## config.mk

```make
export PLATFORM = sky130hd
export DESIGN_NAME = mem_access_arbiter
export DESIGN_NICKNAME = d
export VERILOG_FILES = /design/src/rtl/mem_arb_pkg.sv /design/src/rtl/mem_256x8.sv /design/src/rtl/mem_access_arbiter.sv
export SDC_FILE = /design/constraint.sdc
export NUM_CORES = 2
export LEC_CHECK = 0
export ABC_AREA = 1
export CAP_MARGIN = 20
export CORE_MARGIN = 8
export CORE_UTILIZATION = 50
export DETAILED_ROUTE_END_ITERATION = 12
export GPL_TIMING_DRIVEN = 0
export PLACE_DENSITY_LB_ADDON = 0.15
export SKIP_LAST_GASP = 1
export SLEW_MARGIN = 10
export SYNTH_ARGS = -nofsm -noshare
export SYNTH_HDL_FRONTEND = slang
export SYNTH_SLANG_ARGS = --single-unit
```

## constraint.sdc

```tcl
create_clock -name clk -period 3.7 [get_ports clk]
set_input_delay 0.37 -clock clk [delete_from_list [all_inputs] [get_ports clk]]
set_output_delay 0.37 -clock clk [all_outputs]
set_load 0.01 [all_outputs]
```

## src/rtl/mem_arb_pkg.sv

```systemverilog
// Shared constants, state/grant encodings and the round-robin pick for mem_access_arbiter.
package mem_arb_pkg;

  localparam int DEF_ADDR_W = 8;
  localparam int DEF_DATA_W = 8;
  localparam int DEPTH      = 1 << DEF_ADDR_W;

  typedef enum logic {
    ST_CLEAR = 1'b0,
    ST_RUN   = 1'b1
  } state_t;

  typedef enum logic [1:0] {
    GNT_NONE = 2'd0,
    GNT_LD   = 2'd1,
    GNT_RD0  = 2'd2,
    GNT_RD1  = 2'd3
  } grant_t;

  // Cyclic order LD -> RD0 -> RD1, searching from the requester after `last`.
  function automatic grant_t rr_pick(grant_t last, logic ld, logic rd0, logic rd1);
    grant_t g;
    g = GNT_NONE;
    case (last)
      GNT_LD: begin
        if (rd0)      g = GNT_RD0;
        else if (rd1) g = GNT_RD1;
        else if (ld)  g = GNT_LD;
      end
      GNT_RD0: begin
        if (rd1)      g = GNT_RD1;
        else if (ld)  g = GNT_LD;
        else if (rd0) g = GNT_RD0;
      end
      default: begin
        if (ld)       g = GNT_LD;
        else if (rd0) g = GNT_RD0;
        else if (rd1) g = GNT_RD1;
      end
    endcase
    return g;
  endfunction

endpackage

```

## src/rtl/mem_256x8.sv

```systemverilog
// Single-port byte store: synchronous write, asynchronous (combinational) read.
module mem_256x8
  import mem_arb_pkg::*;
#(
  parameter int ADDR_W = DEF_ADDR_W,
  parameter int DATA_W = DEF_DATA_W
) (
  input  logic              clk,
  input  logic              we,
  input  logic [ADDR_W-1:0] addr,
  input  logic [DATA_W-1:0] wdata,
  output logic [DATA_W-1:0] rdata
);

  logic [DATA_W-1:0] mem_q [2**ADDR_W];

  // NOTE: storage arrays carry no reset so they map onto plain RAM cells;
  // initial contents come from the arbiter's clear sweep when it is built in.
  always_ff @(posedge clk) begin
    if (we) mem_q[addr] <= wdata;
  end

  assign rdata = mem_q[addr];

endmodule

```

## src/rtl/mem_access_arbiter.sv

```systemverilog
// Round-robin access controller (loader + two readers) for a single-port byte store.
// Define CLEAR_MEM_EN to build in the post-reset zero sweep of the whole store.
module mem_access_arbiter
  import mem_arb_pkg::*;
#(
  parameter int ADDR_W = DEF_ADDR_W,
  parameter int DATA_W = DEF_DATA_W
) (
  input  logic              clk,
  input  logic              rst,
  input  logic              ld_valid,
  input  logic [DATA_W-1:0] ld_data,
  output logic              ld_ready,
  input  logic              ld_restart,
  output logic [ADDR_W-1:0] ld_ptr,
  input  logic              rd0_valid,
  input  logic [ADDR_W-1:0] rd0_addr,
  output logic              rd0_ready,
  output logic              rd0_rvalid,
  output logic [DATA_W-1:0] rd0_rdata,
  input  logic              rd1_valid,
  input  logic [ADDR_W-1:0] rd1_addr,
  output logic              rd1_ready,
  output logic              rd1_rvalid,
  output logic [DATA_W-1:0] rd1_rdata,
  output logic              busy
);

  logic              run_en;
  logic              clr_we;
  logic [ADDR_W-1:0] clr_addr;

  grant_t            grant;
  grant_t            last_grant_q, last_grant_d;
  logic [ADDR_W-1:0] ld_ptr_q, ld_ptr_d;
  logic              rd0_rvalid_q, rd0_rvalid_d;
  logic              rd1_rvalid_q, rd1_rvalid_d;
  logic [DATA_W-1:0] rd0_rdata_q, rd0_rdata_d;
  logic [DATA_W-1:0] rd1_rdata_q, rd1_rdata_d;

  logic              mem_we;
  logic [ADDR_W-1:0] mem_addr;
  logic [DATA_W-1:0] mem_wdata;
  logic [DATA_W-1:0] mem_rdata;

`ifdef CLEAR_MEM_EN
  state_t            state_q, state_d;
  logic [ADDR_W-1:0] clr_cnt_q, clr_cnt_d;

  always_comb begin
    state_d   = state_q;
    clr_cnt_d = clr_cnt_q;
    if (state_q == ST_CLEAR) begin
      clr_cnt_d = clr_cnt_q + 1'b1;
      if (clr_cnt_q == {ADDR_W{1'b1}}) state_d = ST_RUN;
    end
  end

  always_ff @(posedge clk or posedge rst) begin
    if (rst) begin
      state_q   <= ST_CLEAR;
      clr_cnt_q <= '0;
    end else begin
      state_q   <= state_d;
      clr_cnt_q <= clr_cnt_d;
    end
  end

  assign run_en   = (state_q == ST_RUN);
  assign clr_we   = ~run_en;
  assign clr_addr = clr_cnt_q;
  assign busy     = ~run_en;
`else
  assign run_en   = 1'b1;
  assign clr_we   = 1'b0;
  assign clr_addr = '0;
  assign busy     = 1'b0;
`endif

  // Readys are gated by rst directly so they drop the moment reset rises.
  assign grant     = (run_en && !rst) ? rr_pick(last_grant_q, ld_valid, rd0_valid, rd1_valid)
                                      : GNT_NONE;
  assign ld_ready  = (grant == GNT_LD);
  assign rd0_ready = (grant == GNT_RD0);
  assign rd1_ready = (grant == GNT_RD1);

  // NOTE: every signal assigned here gets a default first, so no path can
  // leave it unassigned and infer a latch.
  always_comb begin
    mem_we    = 1'b0;
    mem_addr  = ld_ptr_q;
    mem_wdata = ld_data;
    if (clr_we) begin
      mem_we    = 1'b1;
      mem_addr  = clr_addr;
      mem_wdata = '0;
    end
    case (grant)
      GNT_LD:  mem_we   = 1'b1;
      GNT_RD0: mem_addr = rd0_addr;
      GNT_RD1: mem_addr = rd1_addr;
      default: ;
    endcase
  end

  mem_256x8 #(
    .ADDR_W(ADDR_W),
    .DATA_W(DATA_W)
  ) u_mem (
    .clk  (clk),
    .we   (mem_we),
    .addr (mem_addr),
    .wdata(mem_wdata),
    .rdata(mem_rdata)
  );

  always_comb begin
    ld_ptr_d = ld_ptr_q;
    if (grant == GNT_LD) ld_ptr_d = ld_ptr_q + 1'b1;
    // Restart wins over the increment; the granted write still uses the old pointer.
    if (ld_restart) ld_ptr_d = '0;

    last_grant_d = (grant == GNT_NONE) ? last_grant_q : grant;

    rd0_rvalid_d = (grant == GNT_RD0);
    rd1_rvalid_d = (grant == GNT_RD1);
    rd0_rdata_d  = rd0_rvalid_d ? mem_rdata : rd0_rdata_q;
    rd1_rdata_d  = rd1_rvalid_d ? mem_rdata : rd1_rdata_q;
  end

  // NOTE: state flops use non-blocking assignments so every flop samples
  // the pre-edge values regardless of statement order.
  always_ff @(posedge clk or posedge rst) begin
    if (rst) begin
      last_grant_q <= GNT_RD1;
      ld_ptr_q     <= '0;
      rd0_rvalid_q <= 1'b0;
      rd1_rvalid_q <= 1'b0;
      rd0_rdata_q  <= '0;
      rd1_rdata_q  <= '0;
    end else begin
      last_grant_q <= last_grant_d;
      ld_ptr_q     <= ld_ptr_d;
      rd0_rvalid_q <= rd0_rvalid_d;
      rd1_rvalid_q <= rd1_rvalid_d;
      rd0_rdata_q  <= rd0_rdata_d;
      rd1_rdata_q  <= rd1_rdata_d;
    end
  end

  assign ld_ptr     = ld_ptr_q;
  assign rd0_rvalid = rd0_rvalid_q;
  assign rd1_rvalid = rd1_rvalid_q;
  assign rd0_rdata  = rd0_rdata_q;
  assign rd1_rdata  = rd1_rdata_q;

endmodule

```

==> results.toml <==
[power_and_ir_drop]
power.ir.vdd_worst_uv = 1040
power.static_leakage_uw = 0.0434
power_density_nw_per_um2 = 882
design_power_total_uw = 94700

[placement]
gp_congestion = 1.04
dpl.hpwl_um = 200000
place.port_buffers = 58
post-place-ws_ns = -3.38

[logic_synthesis]
synthCells = 8729
ys_seq_area_share_pct = 69.4
synthMostInstantiatedCell = "sky130_fd_sc_hd__nand2_1"
yosys_synthesis_warning_count = 0
number_of_synthesized_flops_with_an_enable_pin = 2048
synthDistinctLibCells = 31
asyncSetResetFlopFracSynth_pct = 1.35
synth_area_leaders = "sky130_fd_sc_hd__edfxtp_1, sky130_fd_sc_hd__nand2_1, sky130_fd_sc_hd__o21ai_0"
yosys.area.top_type_share_pct = 68.7
post-synth-top-area-cell = "sky130_fd_sc_hd__edfxtp_1"
leading_post_synthesis_cells_by_instance_count = "sky130_fd_sc_hd__nand2_1, sky130_fd_sc_hd__edfxtp_1, sky130_fd_sc_hd__inv_1, sky130_fd_sc_hd__o21ai_0, sky130_fd_sc_hd__nor2_1"
avgSynthCellArea_sq_um = 10.3
syn-num-nets = 8762
synth.cell_area_sq_um = 89600
synth.ff_latch_count = 2076
synth_flop_cell = "sky130_fd_sc_hd__edfxtp_1"

[worst_setup_path]
worstPathCellList = "buf_6 > ha_4 > nand3_4 > nand2_4 > nor2_4 > nand4_1 > nand3_4 > buf_12 > buf_12 > buf_12 > buf_6 > o21ai_0 > nand2_1 > nand2_1 > nand2_1 > nand2_2 > o21ai_2 > nand2_1 > nor2_1 > nor2_1 > nor2_2 > nand2_2 > nand2_1 > nand2_1"
crit_path_max_incr_delay_ns = 0.55
critical_path.startpoint_type = "flop"
path_class = "reg2reg"
worst_path_dominant_cell_family = "simple AND/OR/NAND/NOR gates"
cp_data_arrival_time_ns = 4.67
timing.critical_path.required_ns = 4.43
critPathMostFrequentCell = "sky130_fd_sc_hd__nand2_1"
critical_path_buf_inv_count = 5
library_cell_contributing_the_largest_single_delay_on_the_critical_path = "sky130_fd_sc_hd__dfstp_2"
endpoint_class_of_the_critical_path = "flop"
critical_path_peak_fanout = 10

[grt]
number_of_global_route_vias_before_repair = 61522
globalRouteOverflowTotal = 0
grt_antenna_before_repair = 11
grt_util_all_layers_pct = 30.2
grt_pass1_wl_um = 422000
grt_max_degree = 109

[timing]
final.setup.worst_slack_ns = -0.232
final-max-slew-violation-count = 0
skew_ns = 0.0373
timing.final.setup_violations = 1607
timing.final.crit_share_pct = 106
worstMarginPinSlew_ns = 0.729
grt_setup_unrepaired = "true"
sum_of_negative_setup_slack_ns = -126.34
fin_crit_ns = 3.93
timing.fmax_ghz = 0.254
slew-limit-headroom_pct = 51.4
final_report_hold_violation_count = 0
hold_ws_ns = 0.0190

[floorplan]
placeableCoreArea_sq_um = 178000
fp.dieH_um = 439
rows = 155
chipWidth_um = 439
top_level_ports = 60
fp.dieArea_sq_um = 193000
initial_utilization_pct = 50.3

[routing]
drtAntennaViolNets = 0
drtPass1Iterations = 7
detail_route.iter0.violations = 8132
postRouteWirelength_um = 299000
wl_per_cell_um = 25.6
via_count = 65232
post_drt_via_cell_ratio = 5.58
drc_errors = 0

[clock_tree]
clock_tree.buffer_depth = 3
cts_buffers = 209
clock_sinks = 2076
clock_tree_from_tritoncts = "built"
clk_pin_slew_worst_paths_ns = 0.06
deepest_level_of_the_cts_h_tree = 4
clock_insertion_delay_worst_skew_ns = 0.84
clk_root_buffer_cell = "sky130_fd_sc_hd__clkbuf_16"

[run_status]
violations = "negative setup slack"
outcome = "finished with violations"

[run]
max_cap_viol_count = 0

[worst_hold_path]
timing.hold.worst.class = "in2reg"

[layout]
final_layout_size_suffix_gt1_share_pct = 15.5
fillers = 14303
final_core_utilization_pct = 60.2
areaGrowthSynthToFinish_pct = 19.9
seq_area_sq_um = 62200
multi_input_area_sq_um = 25500
nets = 9199
==> metal layers <==
layer  share of wire, %  vias up  track usage [%]  wire, um
met5             0.0044        -                0        13
met1                 38    31448             39.3    114000
met3                9.3      662             5.76     27900
li1                   -    29870                -         -
met4                7.0        2             18.2     20800
met2                 45     3250             47.2    136000
==> layout by cell type (no fill, tap or decap), types with 6 or more instances in the layout <==
master and n:
sky130_fd_sc_hd__a21oi_1 6, sky130_fd_sc_hd__buf_1 12, sky130_fd_sc_hd__buf_12 56, sky130_fd_sc_hd__buf_16 24, sky130_fd_sc_hd__buf_2 89, sky130_fd_sc_hd__buf_4 154
sky130_fd_sc_hd__buf_6 50, sky130_fd_sc_hd__buf_8 31, sky130_fd_sc_hd__bufinv_16 12, sky130_fd_sc_hd__clkbuf_1 133, sky130_fd_sc_hd__clkbuf_16 257, sky130_fd_sc_hd__clkbuf_2 85
sky130_fd_sc_hd__clkbuf_4 54, sky130_fd_sc_hd__clkbuf_8 25, sky130_fd_sc_hd__clkdlybuf4s50_1 50, sky130_fd_sc_hd__clkinv_1 45, sky130_fd_sc_hd__clkinv_2 29, sky130_fd_sc_hd__dfrtp_1 26
sky130_fd_sc_hd__edfxtp_1 2048, sky130_fd_sc_hd__inv_1 691, sky130_fd_sc_hd__inv_2 11, sky130_fd_sc_hd__nand2_1 3672, sky130_fd_sc_hd__nand2_2 127, sky130_fd_sc_hd__nand2_4 32
sky130_fd_sc_hd__nand2_8 23, sky130_fd_sc_hd__nand4_1 355, sky130_fd_sc_hd__nor2_1 73, sky130_fd_sc_hd__nor2_2 71, sky130_fd_sc_hd__nor2_4 226, sky130_fd_sc_hd__o21ai_0 586
sky130_fd_sc_hd__o21ai_1 170, sky130_fd_sc_hd__o21ai_2 44, sky130_fd_sc_hd__o21ai_4 9
==> cell type report <==
type                    instances  area share (%)
diodes                          3         0.00699
well taps                    2355            2.74
repair buffers                229            2.95
inverters                     708            2.51
repair inverters                1         0.00583
clock inverters                97           0.786
flip-flops and latches       2076            57.9
clock buffers                 276            5.24
plain buffers                 521            4.06
multi-input cells            5420            23.8
==> stage by stage <==
stage | instances | instance area (sq um)
after floorplan | 8729 | 89600
after global placement | 11142 | 93100
after detailed placement | 11164 | 93700
after CTS | 11659 | 106000
after global routing | 11684 | 107000
final | 11686 | 107000
==> logic make-up (layout without fill, tap and decap cells) <==
logic type | Yosys count | after routing | synth area share [%]
and+or+nand+nor | 4594 | 4594 | 20.3
AOI/OAI and AO/OA | 822 | 822 | 4.61
DFF | 2076 | 2076 | 69.4
other | 1 | 4 | 0.00419
buffers and inverters | 1233 | 1832 | 5.56
adders and majority gates | 3 | 3 | 0.0419
==> state kept, by name (all words and copies together) (netlist names) <==
| register | cells |
|---|---|
| last_grant_q | 2 |
| rd0_rvalid | 1 |
| u_mem.mem_q | 2048 |
| rd1_rvalid | 1 |
| rd0_rdata | 8 |
| ld_ptr | 8 |
| rd1_rdata | 8 |
==> what timing repair did <==
action / in CTS / in global routing
gates cloned: 23 / 5
gates resized for setup: 1216 / 431
pin swaps: 160 / 66
hold buffers: 5 / 0
setup endpoints to repair: 2068 / 2065
setup buffers: 96 / 21
endpoints found under the hold margin: 141 / 0
==> power by group <==
group / total [uW] / switching [uW] / internal [uW]
clock: 20400 / 8970 / 11500
sequential: 26200 / 78.5 / 26100
combinational: 48100 / 34300 / 13800
==> final timing paths <==
check / startpoint / end / slack, ns / cells past startpoint
min in group asynchronous: rst / rd1_rvalid / 0.39 / 3
worst min register to register: rd0_rdata[1] / rd0_rdata[1] / 0.48 / 2
worst max-delay path: last_grant_q[1] / rd0_rdata[4] / -0.23 / 24
worst max register to register: last_grant_q[1] / rd0_rdata[4] / -0.23 / 24
max in group asynchronous: rst / rd0_rdata[1] / 2.89 / 4
worst min-delay path: ld_data[1] / u_mem.mem_q[197][1] / 0.02 / 1
==> worst reg2reg max path: cells and delay by family (launching register included) <==
kind | cells | cell delay, ns
simple gates | 16 | 1.88
buf+inv | 5 | 0.90
flops | 1 | 0.55
compound gates | 2 | 0.27
fa+ha+maj | 1 | 0.22
(Power assumes the default switching activity.)
